===== src/rtl/memlcd_frame_sched_if.sv =====
// rtl/memlcd_frame_sched_if.sv - framebuffer read port and pixel FIFO write port bundle
interface memlcd_frame_sched_if #(
  parameter int DATA_WIDTH = 8,
  parameter int ADDR_WIDTH = 17
);
  logic                  mem_en;
  logic [ADDR_WIDTH:0]   mem_addr;
  logic [DATA_WIDTH-1:0] mem_data;
  logic                  wfull;
  logic                  winc;
  logic [DATA_WIDTH-1:0] wdata;

  modport master (
    output mem_en, mem_addr, winc, wdata,
    input  mem_data, wfull
  );

  modport slave (
    input  mem_en, mem_addr, winc, wdata,
    output mem_data, wfull
  );
endinterface


===== src/rtl/memlcd_frame_sched.sv =====
// rtl/memlcd_frame_sched.sv - streams one framebuffer frame into the pixel FIFO per request, toggling VCOM per frame
// Optional periodic auto-refresh requests: define MEMLCD_SCHED_AUTOREFRESH_EN.
module memlcd_frame_sched #(
  parameter int DATA_WIDTH     = 8,
  parameter int LINE_BYTES     = 120,
  parameter int LINES          = 640,
  parameter int ADDR_WIDTH     = 17,
  parameter int REFRESH_CYCLES = 1000000
) (
  input  logic                       i_clk,
  input  logic                       i_reset,
  input  logic                       i_frame_req,
  input  logic                       i_buf_sel,
  memlcd_frame_sched_if.master       bus,
  output logic                       o_busy,
  output logic                       o_frame_done,
  output logic                       o_vcom
);
  localparam logic [ADDR_WIDTH-1:0] LAST_OFFSET = ADDR_WIDTH'(LINE_BYTES * LINES - 1);

  if ((2 ** ADDR_WIDTH) < (LINE_BYTES * LINES) || REFRESH_CYCLES < 2) begin : g_bad_cfg
    $error("memlcd_frame_sched: ADDR_WIDTH too small for one frame or REFRESH_CYCLES < 2");
  end

  typedef enum logic [2:0] {S_IDLE, S_READ, S_CAPT, S_WRITE, S_DONE} state_t;

  state_t                state_q, state_d;
  logic [ADDR_WIDTH-1:0] offset_q, offset_d;
  logic                  buf_q, buf_d;
  logic                  pending_q, pending_d;
  logic                  busy_q, busy_d;
  logic                  mem_en_q, mem_en_d;
  logic [ADDR_WIDTH:0]   mem_addr_q, mem_addr_d;
  logic                  winc_q, winc_d;
  logic [DATA_WIDTH-1:0] wdata_q, wdata_d;
  logic                  done_q, done_d;
  logic                  vcom_q, vcom_d;
  logic                  refresh_req;
  logic                  req_any;

  assign req_any = i_frame_req | refresh_req;

`ifdef MEMLCD_SCHED_AUTOREFRESH_EN
  localparam int RW = $clog2(REFRESH_CYCLES);
  localparam logic [RW-1:0] REFRESH_LAST = RW'(REFRESH_CYCLES - 1);
  logic [RW-1:0] refresh_cnt;
  logic          frame_start;

  assign frame_start = ((state_q == S_IDLE) || (state_q == S_DONE)) && (req_any || pending_q);
  assign refresh_req = (refresh_cnt == REFRESH_LAST);

  // Saturates at the terminal count so the request stays raised until a frame actually starts.
  always_ff @(posedge i_clk or posedge i_reset) begin
    if (i_reset)                        refresh_cnt <= '0;
    else if (frame_start)               refresh_cnt <= '0;
    else if (refresh_cnt != REFRESH_LAST) refresh_cnt <= refresh_cnt + RW'(1);
  end
`else
  assign refresh_req = 1'b0;
`endif

  always_ff @(posedge i_clk or posedge i_reset) begin
    if (i_reset) begin
      state_q    <= S_IDLE;
      offset_q   <= '0;
      buf_q      <= 1'b0;
      pending_q  <= 1'b0;
      busy_q     <= 1'b0;
      mem_en_q   <= 1'b0;
      mem_addr_q <= '0;
      winc_q     <= 1'b0;
      wdata_q    <= '0;
      done_q     <= 1'b0;
      vcom_q     <= 1'b0;
    end else begin
      state_q    <= state_d;
      offset_q   <= offset_d;
      buf_q      <= buf_d;
      pending_q  <= pending_d;
      busy_q     <= busy_d;
      mem_en_q   <= mem_en_d;
      mem_addr_q <= mem_addr_d;
      winc_q     <= winc_d;
      wdata_q    <= wdata_d;
      done_q     <= done_d;
      vcom_q     <= vcom_d;
    end
  end

  always_comb begin
    state_d    = state_q;
    offset_d   = offset_q;
    buf_d      = buf_q;
    pending_d  = pending_q;
    busy_d     = busy_q;
    mem_en_d   = 1'b0;
    mem_addr_d = mem_addr_q;
    winc_d     = 1'b0;
    wdata_d    = wdata_q;
    done_d     = 1'b0;
    vcom_d     = vcom_q;

    case (state_q)
      S_IDLE: begin
        if (req_any || pending_q) begin
          buf_d     = i_buf_sel;
          busy_d    = 1'b1;
          pending_d = 1'b0;
          state_d   = S_READ;
        end
      end
      S_READ: begin
        if (req_any) pending_d = 1'b1;
        if (!bus.wfull) begin
          mem_en_d   = 1'b1;
          mem_addr_d = {buf_q, offset_q};
          state_d    = S_CAPT;
        end
      end
      S_CAPT: begin
        // RAM access cycle: read data appears on mem_data during the following WRITE state.
        if (req_any) pending_d = 1'b1;
        state_d = S_WRITE;
      end
      S_WRITE: begin
        if (req_any) pending_d = 1'b1;
        wdata_d = bus.mem_data;
        if (!bus.wfull) begin
          winc_d = 1'b1;
          if (offset_q == LAST_OFFSET) begin
            state_d = S_DONE;
          end else begin
            offset_d = offset_q + ADDR_WIDTH'(1);
            state_d  = S_READ;
          end
        end
      end
      S_DONE: begin
        done_d   = 1'b1;
        vcom_d   = ~vcom_q;
        offset_d = '0;
        // A pending or same-cycle request chains straight into the next frame with busy held.
        if (pending_q || req_any) begin
          buf_d     = i_buf_sel;
          pending_d = 1'b0;
          state_d   = S_READ;
        end else begin
          busy_d  = 1'b0;
          state_d = S_IDLE;
        end
      end
      default: state_d = S_IDLE;
    endcase
  end

  assign bus.mem_en   = mem_en_q;
  assign bus.mem_addr = mem_addr_q;
  assign bus.winc     = winc_q;
  assign bus.wdata    = wdata_q;
  assign o_busy       = busy_q;
  assign o_frame_done = done_q;
  assign o_vcom       = vcom_q;
endmodule


===== src/flat_wrapper.sv =====
// flat-port wrapper written by rule: the top's interface ports become plain ports
module memlcd_frame_sched_flat 
#(
  parameter int DATA_WIDTH     = 8,
  parameter int LINE_BYTES     = 120,
  parameter int LINES          = 640,
  parameter int ADDR_WIDTH     = 17,
  parameter int REFRESH_CYCLES = 1000000
)
  (i_clk, i_reset, i_frame_req, i_buf_sel, o_busy, o_frame_done, o_vcom, bus_mem_en, bus_mem_addr, bus_winc, bus_wdata, bus_mem_data, bus_wfull);
  memlcd_frame_sched_if #(.DATA_WIDTH(DATA_WIDTH), .ADDR_WIDTH(ADDR_WIDTH)) bus_i ();
  input  logic i_clk;
  input  logic i_reset;
  input  logic i_frame_req;
  input  logic i_buf_sel;
  output logic o_busy;
  output logic o_frame_done;
  output logic o_vcom;
  output wire logic [$bits(bus_i.mem_en)-1:0] bus_mem_en;
  output wire logic [$bits(bus_i.mem_addr)-1:0] bus_mem_addr;
  output wire logic [$bits(bus_i.winc)-1:0] bus_winc;
  output wire logic [$bits(bus_i.wdata)-1:0] bus_wdata;
  input wire logic [$bits(bus_i.mem_data)-1:0] bus_mem_data;
  input wire logic [$bits(bus_i.wfull)-1:0] bus_wfull;
  assign bus_mem_en = bus_i.mem_en;
  assign bus_mem_addr = bus_i.mem_addr;
  assign bus_winc = bus_i.winc;
  assign bus_wdata = bus_i.wdata;
  assign bus_i.mem_data = bus_mem_data;
  assign bus_i.wfull = bus_wfull;
  memlcd_frame_sched #(.DATA_WIDTH(DATA_WIDTH), .LINE_BYTES(LINE_BYTES), .LINES(LINES), .ADDR_WIDTH(ADDR_WIDTH), .REFRESH_CYCLES(REFRESH_CYCLES)) u_core (.i_clk(i_clk), .i_reset(i_reset), .i_frame_req(i_frame_req), .i_buf_sel(i_buf_sel), .bus(bus_i), .o_busy(o_busy), .o_frame_done(o_frame_done), .o_vcom(o_vcom));
endmodule

===== config.mk =====
export PLATFORM = sky130hd
export DESIGN_NAME = memlcd_frame_sched_flat
export DESIGN_NICKNAME = d
export VERILOG_FILES = /design/src/rtl/memlcd_frame_sched_if.sv /design/src/rtl/memlcd_frame_sched.sv /design/src/flat_wrapper.sv
export SDC_FILE = /design/constraint.sdc
export NUM_CORES = 1
export LEC_CHECK = 0
export BUFFER_PORTS_ARGS = -buffer_cell sky130_fd_sc_hd__buf_2
export CORE_ASPECT_RATIO = 1.4
export CORE_MARGIN = 5
export CORE_UTILIZATION = 45
export CTS_CLUSTER_SIZE = 40
export DETAILED_ROUTE_END_ITERATION = 16
export PLACE_DENSITY = 0.78
export SYNTH_ARGS = -nofsm -noshare
export SYNTH_HDL_FRONTEND = slang
export SYNTH_SLANG_ARGS = --single-unit

===== constraint.sdc =====
create_clock -name i_clk -period 2.97 [get_ports i_clk]
set_input_delay 0 -clock i_clk [delete_from_list [all_inputs] [get_ports i_clk]]
set_output_delay 0 -clock i_clk [all_outputs]
set_load 0.05 [all_outputs]

==> results of run 1 <==
==> sequential cells by signal (all words and copies together) (netlist names) <==
| name | cells |
|---|---|
| u_core.bus.wdata | 8 |
| u_core.o_busy | 1 |
| u_core.o_vcom | 1 |
| u_core.state_q | 3 |
| u_core.bus.mem_addr | 18 |
| u_core.bus.mem_en | 1 |
| u_core.offset_q | 17 |
| u_core.o_frame_done | 1 |
| u_core.buf_q | 1 |
| u_core.bus.winc | 1 |
| u_core.pending_q | 1 |
==> layout by cell type, fill, tap and decap left out, types with 2 or more instances in the layout <==
master | synthesis | routed
or4_1 | 5 | 5
or3_1 | 6 | 6
clkbuf_8 | 0 | 5
and4_1 | 2 | 2
nand4_1 | 6 | 6
a21oi_1 | 12 | 12
dlygate4sd3_1 | 0 | 10
nand4bb_1 | 2 | 2
nor2_1 | 5 | 5
mux2i_1 | 4 | 4
mux2_2 | 28 | 28
buf_4 | 2 | 2
o21ai_0 | 6 | 6
buf_2 | 3 | 43
dfrtp_1 | 53 | 53
nand2_1 | 11 | 11
nand2b_1 | 2 | 2
and3_1 | 2 | 2
nor3_1 | 3 | 3
o31ai_1 | 5 | 5
xnor2_1 | 2 | 2
bufinv_16 | 0 | 2
nand3_1 | 5 | 5
==> final cells by class <==
type	instances	area, um^2	share of cell area, %
clock inverters	3	65.1	2.26
clock buffers	5	68.8	2.39
multi-input cells	125	995	34.5
flip-flops and latches	53	1330	46.0
well taps	66	82.6	2.86
repair buffers	55	330	11.5
inverters	3	16.3	0.564
==> worst max-delay path by stage <==
stage / slack [ns] / to / cells after the start
global route: 0.62 / u_core.offset_q[14]$_DFFE_PP0P_ / 6
floorplan: 1.24 / u_core.offset_q[16]$_DFFE_PP0P_ / 7
global placement: 0.88 / u_core.offset_q[12]$_DFFE_PP0P_ / 6
CTS: 0.78 / u_core.offset_q[12]$_DFFE_PP0P_ / 6
finish: 0.79 / u_core.offset_q[12]$_DFFE_PP0P_ / 6
detailed placement: 0.80 / u_core.offset_q[12]$_DFFE_PP0P_ / 6
==> worst max-delay path, stage by stage, from the launching register on <==
cell	delay [ns]
dfrtp_1	0.57
nand3b_4	0.21
or2_1	0.49
clkinv_4	0.18
nand4_4	0.13
or3_1	0.37
a21oi_1	0.15
==> routing by layer <==
layer | GRT usage, % | part of all wire [%]
met1 | 19.1 | 42
met2 | 26.2 | 53
met3 | 3.34 | 3.8
met4 | 4.55 | 1.0
met5 | 0 | 0
==> power breakdown <==
part,switching (uW),leakage [uW],internal (uW)
registers,166,0.000649,933
logic,818,0.000581,382
clock network,232,0.0000681,335
==> repair_timing <==
| item | in CTS | in global routing |
|---|---|---|
| hold buffers | 10 | 0 |
| hold endpoints to repair | 10 | 0 |
| setup buffers | 0 | 0 |
==> cell families after synthesis <==
kind of cell               Yosys count  synth area share, %
DFF                                 53                 55.6
muxes                               32                 14.9
buffers and inverters               13                 3.04
AOI/OAI and AO/OA                   30                 8.39
adders and majority gates            1                0.524
xor gates and xnor gates             2                0.734
and+or+nand+nor                     60                 16.9
==> stage by stage <==
stage | worst slack [ns] | instances | area (um^2) | utilization, %
5_1_grt | 0.618 | 310 | 2880 | 55.9
4_1_cts | 0.779 | 310 | 2880 | 55.9
3_3_place_gp | 0.876 | 292 | 2650 | 51.4
2_1_floorplan | 1.24 | 191 | 2390 | -
6_report | 0.793 | 310 | 2880 | 55.9
3_5_place_dp | 0.799 | 292 | 2650 | 51.4
==> impl_results.md, run 1 <==
- Outcome: complete, but fails checks
- Failing checks: negative hold slack
- Initial antenna violation count: 0
- Largest area contributor in the netlist: dfrtp_1
- Crit. End Element: flip-flop
- Synth async-reset ratio: 100%
- Clock Latency Late Sink: 0.30 ns
- Critical path launch point: u_core.state_q[1]$_DFFE_PP0P_
- DRC viols: 0
- DRT Pass-1 Iters: 4
- Max-Cap Viols: 0
- Starting DRT DRC Count: 83
- Power Total: 2870 uW
- RePlAce Congestion: 0.821
- Vias in the first global route: 1,776
- Via Count: 1,688
- Reg-to-Reg End: u_core.offset_q[12]$_DFFE_PP0P_
- I/O Pins: 44
- WS Path Type: flip-flop to flip-flop
- Post-synthesis net count: 205
- VDD IR-drop max: 478 uV
- WL per Instance: 15.3 um
- Core Region: 5160 um^2
- Die X: 71.6 um
- Max Slew Vio Count: 0
- WHS: -0.0520 ns
- Least-Margin Pin Slew: 1.09 ns
- Final Cycle Share: 73.3%
- EDFF count, synth: 0
- TritonCTS buffer count: 5
- Routed WL: 4740 um
- Post-Syn Area: 2390 um^2
- Hold Crit Class: input port to asynchronous set/reset pin
- Clock buffer depth: 2
- Initial core utilization: 46.3%
- Startpoint Class: flip-flop
- FF-to-FF Start: u_core.state_q[1]$_DFFE_PP0P_
- Clock Sinks: 53
- Clock skew: 0.00499 ns
- Filler cells: 423
- CTS root buffer: clkbuf_8
- Post-synthesis sequential area ratio: 55.6%
- Total Routing Usage GR: 15.2%
- Post_cts resized: 0
- Largest net degree at the start of global routing: 54
- Dominant cells by area after synthesis: dfrtp_1, mux2_2, a21oi_1, nand2_1, mux2i_1
- Pleak: 0.00130 uW
- R2R depth: 6
- Top cells by count, synth: dfrtp_1, mux2_2, a21oi_1, nand2_1
- DRT antenna net count: 0
- Die Y: 96.2 um
- Final Hold Fails: 53
- # rows: 31
- YS warnings: 0
- GR Overflow Total: 0
- Fmax: 459 MHz
- Die area: 6880 um^2
- Slew HR: 27.6%
- Ant. Diodes: 0
- Count leader, synth: dfrtp_1
- Post-synth top area share: 55.6%
- Setup violators final: 0
- Layout cell share with drive strength beyond 1: 36.5%
- Data required time of the critical path: 3.20 ns
- Post-Syn Instances: 191
- Dominant synthesized flop cell: dfrtp_1
- Final nets: 257
- Worst-path maximum fanout: 17
- Worst-path clk slew: 0.09 ns
- R2r setup slk: 0.79 ns
- First-pass GRT wire length: 8360 um
- Netlist cell types: 42
- TritonCTS clock tree: built
- HPWL after DPL: 3230 um
- Detailed-route vias per instance: 5.45
- Unrepaired setup endpoints after global routing: no
- H-tree depth: 2
- Setup TNS Final: 0 ns
- Fin crit period: 2.18 ns
- Power Density: 994 nW/um^2
- Port Buffers: 43
- P&R area growth vs syn: 20.8%
- Critical Path AT: 2.41 ns
- Syn Area/Cell: 12.5 um^2
- Yosys reg bits: 53
(Power assumes the default switching activity.)
==> run 2: changes to the inputs <==
--- a/config.mk
+++ b/config.mk
@@ -11,7 +11,7 @@
 export CORE_UTILIZATION = 45
 export CTS_CLUSTER_SIZE = 40
 export DETAILED_ROUTE_END_ITERATION = 16
-export PLACE_DENSITY = 0.78
+export PLACE_DENSITY = 0.8
 export SYNTH_ARGS = -nofsm -noshare
 export SYNTH_HDL_FRONTEND = slang
 export SYNTH_SLANG_ARGS = --single-unit
==> constraint.sdc (replaced) <==
create_clock -name i_clk -period 1.75 [get_ports i_clk]
set_input_delay 0 -clock i_clk [delete_from_list [all_inputs] [get_ports i_clk]]
set_output_delay 0 -clock i_clk [all_outputs]
set_load 0.05 [all_outputs]
==> impl_results.md, run 2 (same netlist as run 1, synthesis figures left out) <==
- Initial core utilization: 46.3%
- Total Routing Usage GR: 16.7%
- P&R area growth vs syn: 32.7%
- Failing checks: negative setup slack
- DRC viols: 0
- R2R depth: 7
- CTS root buffer: clkbuf_8
- VDD IR-drop max: 799 uV
- WS Path Type: flip-flop to flip-flop
- Clock buffer depth: 2
- Pleak: 0.00146 uW
- Crit. End Element: flip-flop
- # rows: 31
- Ant. Diodes: 0
- Worst-path clk slew: 0.10 ns
- Final WS setup: -0.00159 ns
- Unrepaired setup endpoints after global routing: yes
- Filler cells: 405
- DRT Pass-1 Iters: 6
- R2r setup slk: -0.002 ns
- Internal power: 2730 uW
- DRT antenna net count: 0
- Clock Sinks: 53
- Routed WL: 5440 um
- Core Util, Final: 61.4%
- Core Region: 5160 um^2
- Port Buffers: 43
- Met3 Use GR: 3.24%
- First-pass GRT wire length: 8970 um
- Final Cycle Share: 100%
- Leading cell type in the layout, fill and taps excluded: dfrtp_1
- Dpl ws: -0.00304 ns
- Die area: 6880 um^2
- Data required time of the critical path: 1.98 ns
- Hold Startpoint: bus_wfull
- GR Overflow Total: 0
- TritonCTS buffer count: 5
- Fmax: 571 MHz
- Vias in the first global route: 1,948
- Met2 Use GR: 30.6%
- Most frequent cell on the critical path: buf_4
- Net Sw Frac: 44.0%
- RePlAce Congestion: 0.814
- Worst hold path stage count: 4
- Worst-path maximum fanout: 5
- Outcome: complete, but fails checks
- Switching power: 2140 uW
- Starting DRT DRC Count: 96
- Max Slew Vio Count: 0
- M1 GR Usage: 18.7%
- Clock Latency Late Sink: 0.31 ns
- Die Y: 96.2 um
- Clock power frac: 14.2%
- Via Count: 1,841
- Detailed-route vias per instance: 5.35
- H-tree depth: 2
- Worst Hold End: u_core.state_q[1]$_DFFE_PP0P_
- Final nets: 291
- Layout Cells excl Fill: 344
- Initial antenna violation count: 0
- Max-Cap Viols: 0
- Largest register FFs: 18
- Power Density: 1540 nW/um^2
- Fin crit period: 1.75 ns
- Critical Path AT: 1.98 ns
- Power Total: 4880 uW
- Die X: 71.6 um
- Layout cell share with drive strength beyond 1: 47.5%
- TritonCTS clock tree: built
- Least-Margin Pin Slew: 0.376 ns
- Final Hold Fails: 0
- WL per Instance: 15.8 um
- Critical path launch point: u_core.offset_q[3]$_DFFE_PP0P_
- WHS: 0.110 ns
- Commonest cells after routing, fill and taps aside: dfrtp_1, buf_2, buf_4
- Placed Cells: 321
- Startpoint Class: flip-flop
- Slew HR: 74.9%
- I/O Pins: 44
- Setup violators final: 1
- Seq pwr share: 36.9%
- Crit path largest cell delay: 0.48 ns
- Hold Crit Class: input port to flip-flop
- Largest net degree at the start of global routing: 38
- Clock skew: 0.0122 ns
- GR peak layer: met2
- Slowest CP cell: or4_4
- FF-to-FF Start: u_core.offset_q[3]$_DFFE_PP0P_
- HPWL after DPL: 3790 um
- Reg-to-Reg End: u_core.offset_q[9]$_DFFE_PP0P_
- Combinational Power Share: 49.0%
- Worst-path cell chain: nand4_1, buf_4, nor4_4, buf_4, buf_2, or4_4, a21oi_2
## run 2: cell types whose count changed in the layout (fill, tap and decap cells not counted), moves of 2 or more
| cell | previous run | this run |
|---|---|---|
| or4_4 | 0 | 3 |
| or4_1 | 5 | 2 |
| bufinv_16 | 2 | 0 |
| nand4bb_1 | 2 | 0 |
| a21oi_1 | 12 | 10 |
| a21oi_2 | 0 | 2 |
| buf_4 | 2 | 32 |
## run 2: worst max-delay path by stage
stage          slack [ns]  depth (start not counted)                              end
4_1_cts             0.001                          6   u_core.offset_q[9]$_DFFE_PP0P_
3_3_place_gp         0.01                          6   u_core.offset_q[9]$_DFFE_PP0P_
6_report           -0.002                          7   u_core.offset_q[9]$_DFFE_PP0P_
3_5_place_dp       -0.003                          6  u_core.offset_q[12]$_DFFE_PP0P_
5_1_grt             -0.05                          7   u_core.offset_q[9]$_DFFE_PP0P_
2_1_floorplan        0.02                          7  u_core.offset_q[16]$_DFFE_PP0P_
## run 2: per-layer routing
metal	wire length, um	vias to the layer above
met5	0	-
met2	3020	43
met3	194	7
met1	2130	917
li1	-	874
met4	91	0
## run 2: layout make-up
type                    count  area (um^2)  area share (%)
clock inverters             3         21.3           0.671
clock buffers               5         68.8            2.17
flip-flops and latches     53         1330            41.9
repair buffers             89          602            19.0
multi-input cells         125         1050            33.2
inverters                   3         16.3           0.513
well taps                  66         82.6            2.61
## run 2: worst max-delay path, delay by kind of cell (launching register included)
family | cells | cell delay (ns)
AO/OA/AOI/OAI | 1 | 0.14
buffers and inverters | 3 | 0.42
flip-flops | 1 | 0.43
AND/OR/NAND/NOR | 3 | 0.67
## run 2: stage by stage
step / TNS [ns] / instance area (um^2)
floorplan: 0 / 2390
global placement: 0 / 2880
detailed placement: -0.00304 / 2880
CTS: 0 / 3090
global route: -0.146 / 3170
finish: -0.00159 / 3170
## run 2: power by group through the flow
stage | clock network [uW] | registers (uW) | logic (uW)
after floorplan | 0 | 2670 | 828
after global placement | 0 | 1790 | 2290
after detailed placement | 0 | 1810 | 2320
after CTS | 719 | 1790 | 2380
after global routing | 769 | 1840 | 2540
final | 691 | 1800 | 2390
## run 2: what timing repair did
action | in CTS | in global routing
hold buffers | 11 | 0
gates cloned | 0 | 1
gates resized for setup | 1 | 11
endpoints found under the setup margin | 6 | 12
hold endpoints to repair | 26 | 0
pin swaps | 0 | 2
setup buffers | 1 | 2
==> run 3: changes to the inputs <==
--- a/config.mk
+++ b/config.mk
@@ -11,7 +11,8 @@
 export CORE_UTILIZATION = 45
 export CTS_CLUSTER_SIZE = 40
 export DETAILED_ROUTE_END_ITERATION = 16
-export PLACE_DENSITY = 0.8
+export PLACE_DENSITY = 0.78
+export SLEW_MARGIN = 25
 export SYNTH_ARGS = -nofsm -noshare
 export SYNTH_HDL_FRONTEND = slang
 export SYNTH_SLANG_ARGS = --single-unit
==> constraint.sdc (replaced) <==
create_clock -name i_clk -period 1.9 [get_ports i_clk]
set_input_delay 0 -clock i_clk [delete_from_list [all_inputs] [get_ports i_clk]]
set_output_delay 0 -clock i_clk [all_outputs]
set_load 0.05 [all_outputs]
==> impl_results.md, run 3 (same netlist as run 1, synthesis figures left out) <==
- Routed WL: 4930 um
- # rows: 31
- Die area: 6880 um^2
- Dpl ws: 0.103 ns
- Switching power: 1910 uW
- GR Overflow Total: 0
- Worst-path clk slew: 0.09 ns
- Die Y: 96.2 um
- DRC viols: 0
- # Post-CTS Setup Buffers: 0
- Crit path largest cell delay: 0.47 ns
- CTS root buffer: clkbuf_8
- Clock buffer depth: 2
- Fmax: 548 MHz
- Multi-input gate area: 997 um^2
- TritonCTS buffer count: 5
- Setup violators final: 0
- Slew HR: 67.6%
- Final Cycle Share: 96.0%
- Largest net degree at the start of global routing: 24
- Clock Latency Late Sink: 0.31 ns
- Worst setup path end: u_core.offset_q[7]$_DFFE_PP0P_
- Clock Sinks: 53
- Clock power frac: 17.7%
- DRT Pass-1 Iters: 4
- Startpoint Class: flip-flop
- Unrepaired setup endpoints after global routing: no
- RePlAce Congestion: 0.808
- Core Region: 5160 um^2
- Reg-to-Reg End: u_core.offset_q[7]$_DFFE_PP0P_
- Worst-path maximum fanout: 19
- Vias in the first global route: 1,747
- Clock skew: 0.00782 ns
- Detailed-route vias per instance: 5.42
- Largest register FFs: 18
- Critical path launch point: u_core.offset_q[0]$_DFFE_PP0P_
- Hold Crit Class: input port to flip-flop
- Hold Startpoint: bus_wfull
- Port Buffers: 43
- Initial antenna violation count: 0
- Leading cell type in the layout, fill and taps excluded: dfrtp_1
- WS Path Type: flip-flop to flip-flop
- Fin crit period: 1.82 ns
- Slowest CP cell: or4_1
- Ant. Diodes: 0
- Final nets: 273
- Commonest cells after routing, fill and taps aside: dfrtp_1, buf_2, mux2_2
- Setup TNS Final: 0 ns
- H-tree depth: 2
- Power Density: 1490 nW/um^2
- WL per Instance: 15.1 um
- Critical Path AT: 2.05 ns
- Max-Cap Viols: 0
- Starting DRT DRC Count: 75
- Combinational Power Share: 44.8%
- FF-to-FF Start: u_core.offset_q[0]$_DFFE_PP0P_
- Total Routing Usage GR: 15.4%
- Die X: 71.6 um
- Least-Margin Pin Slew: 0.485 ns
- P&R area growth vs syn: 25.5%
- Layout cell share with drive strength beyond 1: 40.4%
- I/O Pins: 44
- Crit. End Element: flip-flop
- Seq pwr share: 37.5%
- Initial core utilization: 46.3%
- Net Sw Frac: 42.7%
- R2R depth: 6
- DRT antenna net count: 0
- Filler cells: 426
- Pleak: 0.00137 uW
- Final WS setup: 0.0766 ns
- TritonCTS clock tree: built
- First-pass GRT wire length: 8210 um
- Final Hold Fails: 0
- Worst-path cell chain: ha_1, nand4bb_1, nor4_4, buf_4, or4_1, a21oi_1
- Register area: 1330 um^2
- Max Slew Vio Count: 0
- Via Count: 1,767
- HPWL after DPL: 3530 um
- Power Total: 4480 uW
- Outcome: finished, final reports clean
- VDD IR-drop max: 699 uV
- Internal power: 2570 uW
- Data required time of the critical path: 2.13 ns
- R2r setup slk: 0.08 ns
run 3: cell types whose count changed in the layout (fill, tap and decap cells not counted), moves of 2 or more:
cell       delta
nand4bb_1     +2
buf_4        -15
a21oi_2       -2
a21oi_1       +2
or4_1         +3
or4_4         -3
run 3: power by group through the flow:
| stage | registers [uW] | clock network, uW | logic (uW) |
|---|---|---|---|
| 3_5_place_dp | 1700 | 0 | 2000 |
| 4_1_cts | 1680 | 818 | 2020 |
| 3_3_place_gp | 1680 | 0 | 1970 |
| 6_report | 1680 | 792 | 2000 |
| 5_1_grt | 1730 | 862 | 2130 |
| 2_1_floorplan | 2460 | 0 | 763 |
run 3: worst min-delay path by stage:
stage	end	depth (start not counted)
after global routing	u_core.state_q[1]$_DFFE_PP0P_	4
after floorplan	u_core.bus.wdata[0]$_DFFE_PP0N_	1
after CTS	u_core.state_q[1]$_DFFE_PP0P_	4
final	u_core.state_q[1]$_DFFE_PP0P_	4
after detailed placement	u_core.offset_q[13]$_DFFE_PP0P_	2
after global placement	u_core.bus.mem_addr[10]$_DFFE_PP0P_	2
run 3: routing by layer:
layer  track usage (%)  vias up  share of wire (%)
met5                 0        -                  0
met4              7.21        0                2.7
met3              3.13       11                4.2
met2              26.9       44                 51
met1              18.2      867                 42
li1                  -      845                  -
run 3: per-stage QoR:
step | area (um^2) | hold WS (ns) | cells | utilization, %
global route | 3000 | 0.101 | 326 | 58.1
global placement | 2760 | 0.0591 | 307 | 53.6
floorplan | 2390 | 0.150 | 191 | -
CTS | 2990 | 0.0630 | 326 | 58.0
finish | 3000 | 0.0780 | 326 | 58.1
detailed placement | 2760 | 0.0630 | 307 | 53.6
run 3: cell type report:
cell class | count | area share (%)
clock inverters | 2 | 1.25
multi-input cells | 125 | 33.3
inverters | 3 | 0.543
flip-flops and latches | 53 | 44.3
repair buffers | 71 | 15.1
clock buffers | 6 | 2.76
well taps | 66 | 2.76
run 3: worst max-delay path, delay by kind of cell, from the launching register on:
| family | cells | cell delay (ns) |
|---|---|---|
| AO/OA/AOI/OAI | 1 | 0.18 |
| adder cells (fa/ha/maj) | 1 | 0.25 |
| buffers and inverters | 1 | 0.19 |
| flip-flops | 1 | 0.44 |
| AND/OR/NAND/NOR | 3 | 0.68 |
run 3: what timing repair did:
action,in CTS,in global routing
hold buffers,11,0
resized for setup,0,1
setup endpoints to repair,0,2
endpoints found under the hold margin,31,0
